==> src/rtl/q_pulse_meter.sv <==
// Pulse-width meter for the asynchronous mylogic output q: samples q, times each high
// pulse in clk cycles and presents results on a valid/ready register. Option macro: Q_SYNC_EN.
module q_pulse_meter #(
  parameter int WIDTH_W = 8,
  parameter int COUNT_W = 8
) (
  input  logic               i_clk,
  input  logic               i_rst,
  input  logic               i_q,
  input  logic               i_clear,
  input  logic               i_meas_ready,
  output logic               o_meas_valid,
  output logic [WIDTH_W-1:0] o_meas_width,
  output logic               o_meas_ovf,
  output logic [COUNT_W-1:0] o_pulse_count,
  output logic               o_dropped,
  output logic               o_pulse_active
);

`ifdef Q_SYNC_EN
  localparam int SYNC_DEPTH = 2;
`else
  localparam int SYNC_DEPTH = 1;
`endif

  localparam logic [WIDTH_W-1:0] W_MAX = {WIDTH_W{1'b1}};
  localparam logic [WIDTH_W-1:0] W_ONE = WIDTH_W'(1);

  typedef enum logic {
    S_IDLE = 1'b0,
    S_HIGH = 1'b1
  } state_t;

  logic [SYNC_DEPTH-1:0] r_sync;
  logic                  w_q_s;

  state_t                r_state;
  state_t                w_state_next;

  logic [WIDTH_W-1:0]    r_cnt;
  logic [WIDTH_W-1:0]    w_cnt_next;
  logic                  r_ovf;
  logic                  w_ovf_next;

  logic                  r_meas_valid;
  logic [WIDTH_W-1:0]    r_meas_width;
  logic                  r_meas_ovf;
  logic [COUNT_W-1:0]    r_pulse_count;
  logic                  r_dropped;

  logic                  w_pulse_start;
  logic                  w_pulse_high;
  logic                  w_pulse_end;
  logic                  w_out_free;
  logic                  w_load;
  logic                  w_drop;
  logic                  w_pulse_active;

  // Sampler chain; the last flop is the q_s that the FSM observes.
  genvar gi;
  generate
    for (gi = 0; gi < SYNC_DEPTH; gi++) begin : g_sync
      if (gi == 0) begin : g_first
        always_ff @(posedge i_clk or posedge i_rst) begin
          if (i_rst) r_sync[gi] <= 1'b0;
          else       r_sync[gi] <= i_q;
        end
      end else begin : g_next
        always_ff @(posedge i_clk or posedge i_rst) begin
          if (i_rst) r_sync[gi] <= 1'b0;
          else       r_sync[gi] <= r_sync[gi-1];
        end
      end
    end
  endgenerate

  assign w_q_s = r_sync[SYNC_DEPTH-1];

  always_ff @(posedge i_clk or posedge i_rst) begin
    if (i_rst) r_state <= S_IDLE;
    else       r_state <= w_state_next;
  end

  always_comb begin
    w_state_next = r_state;
    case (r_state)
      S_IDLE:  if (w_q_s)  w_state_next = S_HIGH;
      S_HIGH:  if (!w_q_s) w_state_next = S_IDLE;
      default: w_state_next = S_IDLE;
    endcase
  end

  always_comb begin
    w_pulse_active = (r_state == S_HIGH);
  end

  assign w_pulse_start = (r_state == S_IDLE) && w_q_s;
  assign w_pulse_high  = (r_state == S_HIGH) && w_q_s;
  assign w_pulse_end   = (r_state == S_HIGH) && !w_q_s;

  // The overflow flag rises as soon as the counter reaches all-ones, so a pulse of
  // exactly 2^WIDTH_W-1 cycles already reports saturation.
  always_comb begin
    w_cnt_next = r_cnt;
    w_ovf_next = r_ovf;
    if (w_pulse_start) begin
      w_cnt_next = W_ONE;
      w_ovf_next = (W_ONE == W_MAX);
    end else if (w_pulse_high) begin
      if (r_cnt != W_MAX) w_cnt_next = r_cnt + W_ONE;
      w_ovf_next = r_ovf || (w_cnt_next == W_MAX);
    end
  end

  always_ff @(posedge i_clk or posedge i_rst) begin
    if (i_rst) begin
      r_cnt <= '0;
      r_ovf <= 1'b0;
    end else begin
      r_cnt <= w_cnt_next;
      r_ovf <= w_ovf_next;
    end
  end

  assign w_out_free = !r_meas_valid || i_meas_ready;
  assign w_load     = w_pulse_end && w_out_free;
  assign w_drop     = w_pulse_end && !w_out_free;

  always_ff @(posedge i_clk or posedge i_rst) begin
    if (i_rst) begin
      r_meas_valid <= 1'b0;
      r_meas_width <= '0;
      r_meas_ovf   <= 1'b0;
    end else if (w_load) begin
      r_meas_valid <= 1'b1;
      r_meas_width <= r_cnt;
      r_meas_ovf   <= r_ovf;
    end else if (r_meas_valid && i_meas_ready) begin
      r_meas_valid <= 1'b0;
    end
  end

  // Clear takes priority over a same-cycle increment or drop.
  always_ff @(posedge i_clk or posedge i_rst) begin
    if (i_rst) begin
      r_pulse_count <= '0;
      r_dropped     <= 1'b0;
    end else if (i_clear) begin
      r_pulse_count <= '0;
      r_dropped     <= 1'b0;
    end else begin
      if (w_pulse_end) r_pulse_count <= r_pulse_count + COUNT_W'(1);
      if (w_drop)      r_dropped     <= 1'b1;
    end
  end

  assign o_meas_valid   = r_meas_valid;
  assign o_meas_width   = r_meas_width;
  assign o_meas_ovf     = r_meas_ovf;
  assign o_pulse_count  = r_pulse_count;
  assign o_dropped      = r_dropped;
  assign o_pulse_active = w_pulse_active;

endmodule

==> config.mk <==
export PLATFORM = sky130hd
export DESIGN_NAME = q_pulse_meter
export DESIGN_NICKNAME = d
export VERILOG_FILES = /design/src/rtl/q_pulse_meter.sv
export SDC_FILE = /design/constraint.sdc
export NUM_CORES = 1
export LEC_CHECK = 0
export ABC_AREA = 1
export CORE_MARGIN = 5
export CORE_UTILIZATION = 48
export DETAILED_ROUTE_END_ITERATION = 6
export PLACE_DENSITY_LB_ADDON = 0.12
export SETUP_SLACK_MARGIN = 0.3
export SYNTH_ARGS = -nofsm -noshare
export SYNTH_HDL_FRONTEND = slang
export SYNTH_SLANG_ARGS = --single-unit
==> constraint.sdc <==
create_clock -name i_clk -period 2.3 [get_ports i_clk]
set_input_delay 0.46 -clock i_clk [delete_from_list [all_inputs] [get_ports i_clk]]
set_output_delay 0.46 -clock i_clk [all_outputs]
set_load 0.01 [all_outputs]
==> out/summary.txt, run 1 <==
Synth Cell Area = 1480 um^2
relative slew slack = 74.5%
fin worst setup slack = 0.447 ns
cell chain of the critical path = clkdlybuf4s50_1
startpoint type of the worst setup path = flop
pwr/cell area = 576 nW/um^2
Required @ worst endpoint = 1.84 ns
Sw Share = 27.4%
fillers = 288
first-pass GRT wire length = 5760 um
status = finished clean
most common flop cell mapped by yosys = dfrtp_1
cell internal pwr = 761 uW
GR Util All Layers = 17.9%
Mapped Nets = 182
Synth cell types = 28
slowest stage delay, CP = 0.58 ns
DR pass1 iterations = 5
Crit-path slowest cell = clkdlybuf4s50_1
max cap viols = 0
PortBufs = 24
TritonCTS Sinks = 30
DRT iter0 DRCs = 90
sequential share of power = 55.4%
Nets = 212
clk buf depth = 2
most numerous cell in the Yosys netlist = dfrtp_1
synthesized flop and latch total = 30
antenna violations before repair = 0
clock-pin slew on the worst setup and hold paths = 0.09 ns
Max Clock Freq = 0.540 GHz
crit path DAT = 1.39 ns
I/O pin count = 25
DRC Markers = 0
synth top area cells = dfrtp_1 (51%), nand2_1 (6.8%), inv_1 (6.1%)
top post-synthesis cells by count = dfrtp_1 (30), nand2_1 (27), inv_1 (24)
die height = 65.6 um
part of the cycle the worst path needs = 80.5%
CP Class = reg2out
DR WL/cell = 13.8 um
Comb pwr share = 14.7%
pre-CTS setup slack = 0.601 ns
crit path capture type = output pin
vias in the first global route = 1186
biggest area consumer among synthesized cells = dfrtp_1
skew final = 0.00920 ns
Slew @ Worst Pin = 0.383 ns
vias per inst = 5.38
Starting Density = 49.3%
Core Rows = 20
global route overflow = 0
WL final = 3270 um
synth warn = 0
CTS tree = yes
Sw Pwr = 287 uW
RSZ-0062 raised after global routing = false
synthesized netlist cell count = 175
layout cells sized above 1 = 13.2%
Final Slew Violations = 0
ys async rst share = 100%
Setup TNS = 0 ns
via count = 1274
min-delay worst type = reg2reg
DIE AREA = 4300 um^2
DRT antenna net count = 0
Buf/Inv on CP = 1
CP delay by family, top = buffers and inverters
area share of the largest cell type after synthesis = 50.7%
HPWL after detailed placement = 2410 um
Pleak = 0.886 nW
CORE AREA = 3000 um^2
Max VDD drop = 0.473 mV
Avg Inst Size Synth = 8.47 um^2
Num CTS Buffers = 5
H-tree levels = 2
clock root cell = clkbuf_4
Post-CTS Setup Bufs = 0
Min Clock Period, post-route = 1.85 ns
placer's final routability congestion estimate = 0.851
number of synthesized flops with an enable pin = 0
Area Overhead vs Synth = 22.9%
Clock power frac = 29.9%
# diodes = 0
sequential area share after synthesis = 50.7%
worst-path fanout max = 10
final hold viol count = 0
die width = 65.6 um
final setup vio count = 0
Clk Latency, worst-skew pair = 0.33 ns
largest net degree at the start of global routing = 31
worst paths after layout:
check                                            start                            to  slack [ns]  cells past startpoint
min in group asynchronous                        i_rst  o_pulse_count[5]$_DFFE_PP0P_        0.50                      3
min                        o_meas_width[5]$_DFFE_PP0P_   o_meas_width[5]$_DFFE_PP0P_        0.49                      2
max reg2reg                       r_cnt[0]$_DFFE_PP0P_             r_ovf$_DFFE_PP0P_        0.69                      9
max                           o_pulse_active$_DFF_PP0_                o_pulse_active        0.45                      1
min reg2reg                o_meas_width[5]$_DFFE_PP0P_   o_meas_width[5]$_DFFE_PP0P_        0.49                      2
max in group asynchronous                        i_rst      o_pulse_active$_DFF_PP0_        1.51                      3
cell type report:
| class | instances | area (um^2) | area share [%] |
|---|---|---|---|
| inverters | 27 | 103 | 5.64 |
| flip-flops and latches | 30 | 752 | 41.3 |
| clock buffers | 6 | 51.3 | 2.82 |
| multi-input cells | 114 | 611 | 33.5 |
| well taps | 33 | 41.3 | 2.27 |
| repair buffers | 27 | 263 | 14.4 |
per-stage QoR:
step | power, mW | cells | util [%] | cell area [um^2] | hold slack [ns]
2_1_floorplan | 0.676 | 175 | - | 1480 | 0.349
3_3_place_gp | 0.741 | 231 | 58.9 | 1770 | 0.470
3_5_place_dp | 0.744 | 231 | 58.9 | 1770 | 0.475
4_1_cts | 1.06 | 237 | 60.6 | 1820 | 0.497
5_1_grt | 1.11 | 237 | 60.6 | 1820 | 0.508
6_report | 1.05 | 237 | 60.6 | 1820 | 0.494
state kept, by name, indices dropped and copies added, names as in the netlist:
name / cells
r_sync: 1
o_meas_ovf: 1
o_meas_width: 8
o_meas_valid: 1
o_pulse_active: 1
r_ovf: 1
r_cnt: 8
o_pulse_count: 8
o_dropped: 1
cells in the final DEF, fill, tap and decap left out, types with 2 or more instances in the layout:
cell type / instances
dfrtp_1: 29
nor2_2: 2
nand2_1: 27
nand2_2: 5
nand3_1: 17
nor2_1: 12
nand4_1: 3
nor2_4: 2
a21oi_1: 7
clkbuf_4: 5
inv_2: 2
clkdlybuf4s50_1: 24
inv_1: 24
o21ai_1: 7
nor3_1: 4
ha_1: 2
o21ai_0: 16
buf_4: 3
kinds of logic (layout without fill, tap and decap cells):
| family | after synthesis | count (layout) | synth area share [%] |
|---|---|---|---|
| DFF | 30 | 30 | 50.7 |
| adders and majority gates | 2 | 2 | 1.69 |
| xor gates and xnor gates | 2 | 2 | 1.18 |
| buffers and inverters | 31 | 60 | 8.11 |
| muxes | 1 | 1 | 0.760 |
| AOI/OAI and AO/OA | 33 | 33 | 11.7 |
| and+or+nand+nor | 76 | 76 | 25.9 |
per-layer routing:
layer,wire [um],vias to the layer above,track usage (%)
li1,-,629,-
met1,1560,605,23.9
met2,1450,35,26.9
met3,211,5,6.50
met4,44,0,5.44
met5,0,-,0
power groups by stage:
stage	sequential (mW)	combinational, mW	clock [mW]
finish	0.580	0.154	0.314
global route	0.585	0.176	0.353
CTS	0.580	0.156	0.321
detailed placement	0.590	0.154	0
global placement	0.589	0.152	0
floorplan	0.592	0.0846	0
what timing repair did:
item / 4_1_cts / 5_1_grt
hold buffers: 0 / 0
setup endpoints to repair: 0 / 1
gates resized for setup: 0 / 1
No activity file was read; power rests on OpenSTA's default activity.
==> inputs of run 2 (changes only) <==
- clock period: 2.3 -> 1.83 ns (I/O delays scaled with it)
==> out/summary.txt, run 2 (same netlist as run 1, synthesis figures left out) <==
DR WL/cell = 13.7 um
PortBufs = 24
GR Util All Layers = 16.9%
Clk Latency, worst-skew pair = 0.33 ns
crit path from = r_cnt[1]$_DFFE_PP0P_
clock-pin slew on the worst setup and hold paths = 0.10 ns
Num CTS Buffers = 5
Slew @ Worst Pin = 0.378 ns
WL final = 3410 um
Max VDD drop = 0.504 mV
placer's final routability congestion estimate = 0.837
crit path DAT = 1.77 ns
part of the cycle the worst path needs = 82.9%
die height = 65.6 um
min-delay worst type = in2async
largest net degree at the start of global routing = 31
DRC Markers = 0
skew final = 0.0122 ns
Max Clock Freq = 0.659 GHz
commonest non-fill, non-tap cell in the layout = dfrtp_1
via count = 1297
worst-path fanout max = 5
Starting Density = 49.3%
commonest cells after routing, fill and taps aside = dfrtp_1 (29), nand2_1 (27), inv_1 (24)
routing usage on met3 = 4.79%
HPWL after detailed placement = 2340 um
H-tree levels = 2
final hold viol count = 0
first-pass GRT wire length = 5530 um
Core Rows = 20
TritonCTS Sinks = 30
startpoint type of the worst setup path = flop
DRT iter0 DRCs = 76
pwr/cell area = 711 nW/um^2
CORE AREA = 3000 um^2
Multi-input gate area = 648 um^2
Setup TNS = 0 ns
I/O pin count = 25
# diodes = 0
Nets = 223
max cap viols = 0
global route overflow = 0
relative slew slack = 74.8%
FF+latch area = 752 um^2
CP Class = reg2reg
layout cells sized above 1 = 19.4%
CTS tree = yes
antenna violations before repair = 0
vias in the first global route = 1215
Area Overhead vs Synth = 29.6%
RSZ-0062 raised after global routing = true
Min Clock Period, post-route = 1.52 ns
DR pass1 iterations = 4
fillers = 267
Pleak = 1.05 nW
crit path capture type = flop
clk buf depth = 2
grt met1 use = 22.8%
fin worst setup slack = 0.313 ns
vias per inst = 5.19
DIE AREA = 4300 um^2
M2 GR Usage = 25.3%
status = finished clean
die width = 65.6 um
Final Slew Violations = 0
DRT antenna net count = 0
final setup vio count = 0
clock root cell = clkbuf_4
pre-CTS setup slack = 0.204 ns
Required @ worst endpoint = 2.09 ns
Top Usage Layer GRT = met2
R2R Path Start = r_cnt[1]$_DFFE_PP0P_
[run 2: cell types whose count changed in the layout (fill, tap and decap cells not counted), sizes merged]
cell / change
clkdlybuf4s50: -20
dlygate4sd2: +19
buf: +10
clkbuf: +1
clkinv: +1
dlymetal6s2s: +1
nand2: +1
[run 2: timing repair]
action                                  in CTS  in global routing
resized for setup                           20                  8
setup buffers                                7                  1
endpoints found under the setup margin      21                  2
gates cloned                                 0                  1
pin swaps                                    0                  7
hold buffers                                 0                  0
[run 2: metal layers]
layer,vias up,wire length (um)
li1,661,-
met5,-,0
met3,10,193
met1,591,1610
met4,0,68
met2,35,1540
[run 2: layout make-up]
type	instances	area share (%)
Clock buffer	7	2.87
Sequential cell	30	39.2
Clock inverter	1	0.261
Tap cell	33	2.15
Inverter	27	5.34
Multi-Input combinational cell	115	33.7
Timing Repair Buffer	37	16.5
[run 2: path summary, 6_finish.rpt]
check | endpoint | slack (ns) | depth (start not counted)
min in group i_clk | r_sync$_DFF_PP0_ | 0.48 | 1
hold reg to reg | o_meas_width[5]$_DFFE_PP0P_ | 0.49 | 2
setup / recovery | r_ovf$_DFFE_PP0P_ | 0.31 | 11
hold / removal | o_pulse_count[4]$_DFFE_PP0P_ | 0.39 | 3
max in group asynchronous | r_cnt[2]$_DFFE_PP0P_ | 1.13 | 3
setup reg to reg | r_ovf$_DFFE_PP0P_ | 0.31 | 11
[run 2: report_power, final]
group | switching [mW] | internal [mW] | total [mW]
sequential | 0.0305 | 0.697 | 0.727
clock | 0.227 | 0.186 | 0.413
combinational | 0.127 | 0.0983 | 0.226
[run 2: worst max-delay path, stage by stage, from the launching register on]
cell and delay [ns]:
dfrtp_1 0.42, ha_4 0.17, nand2_4 0.06, nor2_4 0.18, nand2_4 0.09, nand2_2 0.07, nand2_2 0.05, nor2_2 0.07
nand3_1 0.07, nor2_1 0.12, nor2_1 0.05, nor2_1 0.10
[run 2: stage by stage]
step / power, mW / utilization, % / instances / area [um^2] / hold WS [ns]
after detailed placement: 0.942 / 59.4 / 233 / 1780 / 0.473
final: 1.37 / 64.0 / 250 / 1920 / 0.392
after global routing: 1.45 / 64.0 / 250 / 1920 / 0.439
after global placement: 0.935 / 59.4 / 233 / 1780 / 0.464
after CTS: 1.36 / 62.4 / 248 / 1870 / 0.403
after floorplan: 0.850 / - / 175 / 1480 / 0.349
==> inputs of run 3 (changes only) <==
- CORE_UTILIZATION: 48 -> 47
- clock period: 1.83 -> 1.3 ns (I/O delays scaled with it)
==> out/summary.txt, run 3 (same netlist as run 1, synthesis figures left out) <==
status = complete, but fails checks
failing checks = setup timing
clk buf depth = 2
# diodes = 0
final hold viol count = 0
Core Rows = 20
fin worst setup slack = -0.207 ns
I/O pin count = 25
DR WL/cell = 14.8 um
hold_buf cts = 0
TritonCTS Sinks = 30
skew final = 0.0159 ns
Pleak = 1.31 nW
min-delay worst type = in2async
worst reg-to-reg path cell count = 11
RSZ-0062 raised after global routing = true
DRC Markers = 0
clock-pin slew on the worst setup and hold paths = 0.11 ns
crit path capture type = flop
largest net degree at the start of global routing = 26
Slew @ Worst Pin = 0.265 ns
die width = 66.1 um
Required @ worst endpoint = 1.58 ns
DR pass1 iterations = 4
Clk Latency, worst-skew pair = 0.35 ns
Num CTS Buffers = 5
layout cells sized above 1 = 58.2%
DRT iter0 DRCs = 54
worst-path fanout max = 4
final setup vio count = 9
vias per inst = 5.14
global route overflow = 0
clock root cell = clkbuf_4
commonest non-fill, non-tap cell in the layout = buf_4
Max Clock Freq = 0.664 GHz
part of the cycle the worst path needs = 116%
antenna violations before repair = 0
commonest cells after routing, fill and taps aside = buf_4 (39), dfrtp_1 (29), inv_1 (20)
R2R Path End = r_ovf$_DFFE_PP0P_
DIE AREA = 4370 um^2
Max VDD drop = 0.657 mV
via count = 1577
hold slack = 0.122 ns
Nets = 269
WL final = 4530 um
Min Clock Period, post-route = 1.51 ns
vias in the first global route = 1525
CP Class = reg2reg
Area Overhead vs Synth = 71.2%
HPWL after detailed placement = 2650 um
Final Slew Violations = 0
CTS tree = yes
relative slew slack = 82.3%
R2R Path Start = r_cnt[1]$_DFFE_PP0P_
die height = 66.1 um
FF-to-FF setup slack = -0.21 ns
startpoint type of the worst setup path = flop
pwr/cell area = 865 nW/um^2
H-tree levels = 2
PortBufs = 24
first-pass GRT wire length = 7040 um
placer's final routability congestion estimate = 0.923
crit path DAT = 1.78 ns
DRT antenna net count = 0
CORE AREA = 3030 um^2
Power, Total = 2.19 mW
Starting Density = 48.9%
max cap viols = 0
GR Util All Layers = 21.4%
[run 3: how the worst max path moves through the flow]
stage                    startpoint                endpoint  depth (start not counted)
6_report       r_cnt[1]$_DFFE_PP0P_       r_ovf$_DFFE_PP0P_                         11
5_1_grt        r_cnt[0]$_DFFE_PP0P_       r_ovf$_DFFE_PP0P_                         11
4_1_cts        r_cnt[1]$_DFFE_PP0P_       r_ovf$_DFFE_PP0P_                         11
3_5_place_dp   r_cnt[0]$_DFFE_PP0P_       r_ovf$_DFFE_PP0P_                          9
3_3_place_gp           i_meas_ready  o_meas_ovf$_DFFE_PP0P_                          5
2_1_floorplan  r_cnt[0]$_DFFE_PP0P_       r_ovf$_DFFE_PP0P_                         11
[run 3: stage by stage]
stage	std cells	cell area, um^2	worst slack (ns)	utilization (%)	setup TNS, ns
2_1_floorplan	175	1520	-0.0977	-	-0.120
3_3_place_gp	265	1980	-0.0956	65.5	-0.404
3_5_place_dp	265	1980	-0.139	65.5	-0.760
4_1_cts	294	2320	-0.146	76.6	-0.467
5_1_grt	307	2540	-0.334	83.8	-1.89
6_report	307	2540	-0.207	83.8	-0.758
[run 3: what timing repair did]
action,CTS,global route
gates resized for setup,132,32
pin swaps,17,13
endpoints found under the setup margin,46,48
buffers inserted,19,13
cloned,2,0
[run 3: cell type report]
| type | instances | area (um^2) |
|---|---|---|
| repair buffers | 83 | 694 |
| multi-input cells | 115 | 867 |
| flip-flops and latches | 30 | 752 |
| clock buffers | 7 | 55.1 |
| well taps | 44 | 55.1 |
| fillers | 163 | 492 |
| clock inverters | 1 | 5.00 |
| inverters | 27 | 108 |
[run 3: critical path, stage by stage (launching register included)]
cell	delay [ns]
dfrtp_1	0.41
buf_6	0.12
nand2_2	0.06
nor2_4	0.18
nand3_2	0.09
nand2_1	0.08
nand2_1	0.07
nand2_2	0.09
nand3_1	0.08
nor2_1	0.14
nor2_1	0.05
nor2_1	0.07
[run 3: power breakdown]
part           switching (mW)  internal, mW
logic                   0.268         0.303
registers              0.0413         0.981
clock network           0.339         0.262
[run 3: layer usage]
layer | up-vias | GRT usage (%) | wire length (um)
met5 | - | 0 | 0
met4 | 0 | 8.63 | 116
met3 | 13 | 6.46 | 272
met2 | 51 | 34.2 | 2180
met1 | 763 | 26.9 | 1970
li1 | 750 | - | -
==> edit, RTL diff (config.mk and constraints of run 3) <==
Set the parameter `COUNT_W` to 6 (it was 8).
--- a/src/rtl/q_pulse_meter.sv
+++ b/src/rtl/q_pulse_meter.sv
@@ -2,7 +2,7 @@
 // pulse in clk cycles and presents results on a valid/ready register. Option macro: Q_SYNC_EN.
 module q_pulse_meter #(
   parameter int WIDTH_W = 8,
-  parameter int COUNT_W = 8
+  parameter int COUNT_W = 6
 ) (
   input  logic               i_clk,
   input  logic               i_rst,
Interface: changed (resized o_pulse_count); port bits go from 25 to 23. The function was not compared with the original's and may differ.
==> edit against run 3 <==
  * The flow still finishes with violations (negative setup slack)
  * Clock power fell by 39%
  * First-iteration DRC count decreased by 26%
  * Design area down 15%
  * Clock skew down 9.7 ps
  * Worst setup slack improved by 82 ps
  * Worst hold slack gained 130 ps
  * Total power is 17% lower
  * Die area decreased by 5.0%
  * Routed wire length is 19% lower
  * Synthesized area is 5.8% lower
  * Sequential share of layout area grew 3.0 points
  * Sequential cell count fell by 2
  * Largest cell class unchanged
==> edit: results <==
export IMPL_final_clk_cell_share_pct=1.22
export IMPL_dpl_hpwl_um=2210
export IMPL_synth_cell_type_count=25
export IMPL_met2_wirelength_um=1890
export IMPL_gp_congestion=0.918
export IMPL_nNonClkInverters=22
export IMPL_outcome="finished, violations left"
export IMPL_nNonClkBuffers=57
export IMPL_reg2reg_from="r_cnt[0]$_DFFE_PP0P_"
export IMPL_seq_area_um2=703
export IMPL_ir_drop_mv=0.536
export IMPL_p_int_mw=1.28
export IMPL_clk_pin_slew_ps=150
export IMPL_grtUsageMet1_pct=21.2
export IMPL_wl_um=3670
export IMPL_dpl_cell_area_mm2=0.00175
export IMPL_netlist_top_cells_count="nand2_1, dfrtp_1, inv_1, o21ai_0, nor2_1"
export IMPL_use_met3_pct=2.94
export IMPL_worst_r2r_cell_count=9
export IMPL_met2_usage_pct=26.8
export IMPL_ys_ff_latch=28
export IMPL_dp_slack_ps=-85.7
export IMPL_synthesis_nets=174
export IMPL_ys_seq_area_share_pct=50.2
export IMPL_setup_viol=17
export IMPL_dr_wl_met3_um=153
export IMPL_multi_input_gates=116
export IMPL_fillerInstances=195
export IMPL_setup_slack_ps=-125
export IMPL_grt_start_max_net_pins=29
export IMPL_failed_checks="negative setup slack"
export IMPL_worst_ep_arrival_time_ps=1690
export IMPL_insertion_delay_ps=320
export IMPL_dieArea_mm2=0.00416
export IMPL_vias=1353
export IMPL_grtUsageTotal_pct=16.3
export IMPL_slew_headroom_pct=55.9
export IMPL_drive_gt1_share_pct=47.1
edit: cell types whose count changed in the layout (fill, tap and decap cells not counted), moves of 3 or more:
| cell | delta |
|---|---|
| nand3_2 | -6 |
| buf_2 | -5 |
| dfrtp_1 | -3 |
| inv_2 | -4 |
| buf_4 | -14 |
| o21ai_0 | -3 |
| nand2_1 | +19 |
| nand2_2 | -6 |
| a21oi_1 | -3 |
| buf_6 | -5 |
edit: cells by family (layout without fill, tap and decap cells):
group,after synthesis,in the layout,share of synthesized area [%]
AO/OA/AOI/OAI,29,29,10.9
XOR/XNOR,2,2,1.26
adder cells (fa/ha/maj),2,2,1.79
buffers and inverters,26,83,7.98
flip-flops,28,28,50.2
AND/OR/NAND/NOR,80,83,27.8
edit: critical path: stages (launching register included):
cell,delay [ps]
dfrtp_1,420
ha_4,180
nand2_4,60
nor2_4,170
nand2_4,100
nand2_1,100
nand2_1,60
nor2_1,100
nand2_1,70
a21oi_2,120
edit: power groups by stage:
stage / Combinational [mW] / Clock [mW] / Sequential [mW]
detailed placement: 0.338 / 0 / 0.977
floorplan: 0.170 / 0 / 0.987
CTS: 0.359 / 0.374 / 0.960
global placement: 0.334 / 0 / 0.973
finish: 0.485 / 0.367 / 0.968
global route: 0.526 / 0.418 / 0.977
edit: per-stage QoR:
stage	total power [mW]	utilization (%)	hold WS (ps)	setup TNS, ps	instances
5_1_grt	1.92	76.8	288	-2430	258
2_1_floorplan	1.16	-	291	-25.6	167
3_5_place_dp	1.32	62.4	481	-204	227
3_3_place_gp	1.31	62.4	473	-40.8	227
6_report	1.82	76.8	254	-971	258
4_1_cts	1.69	65.8	253	-166	242
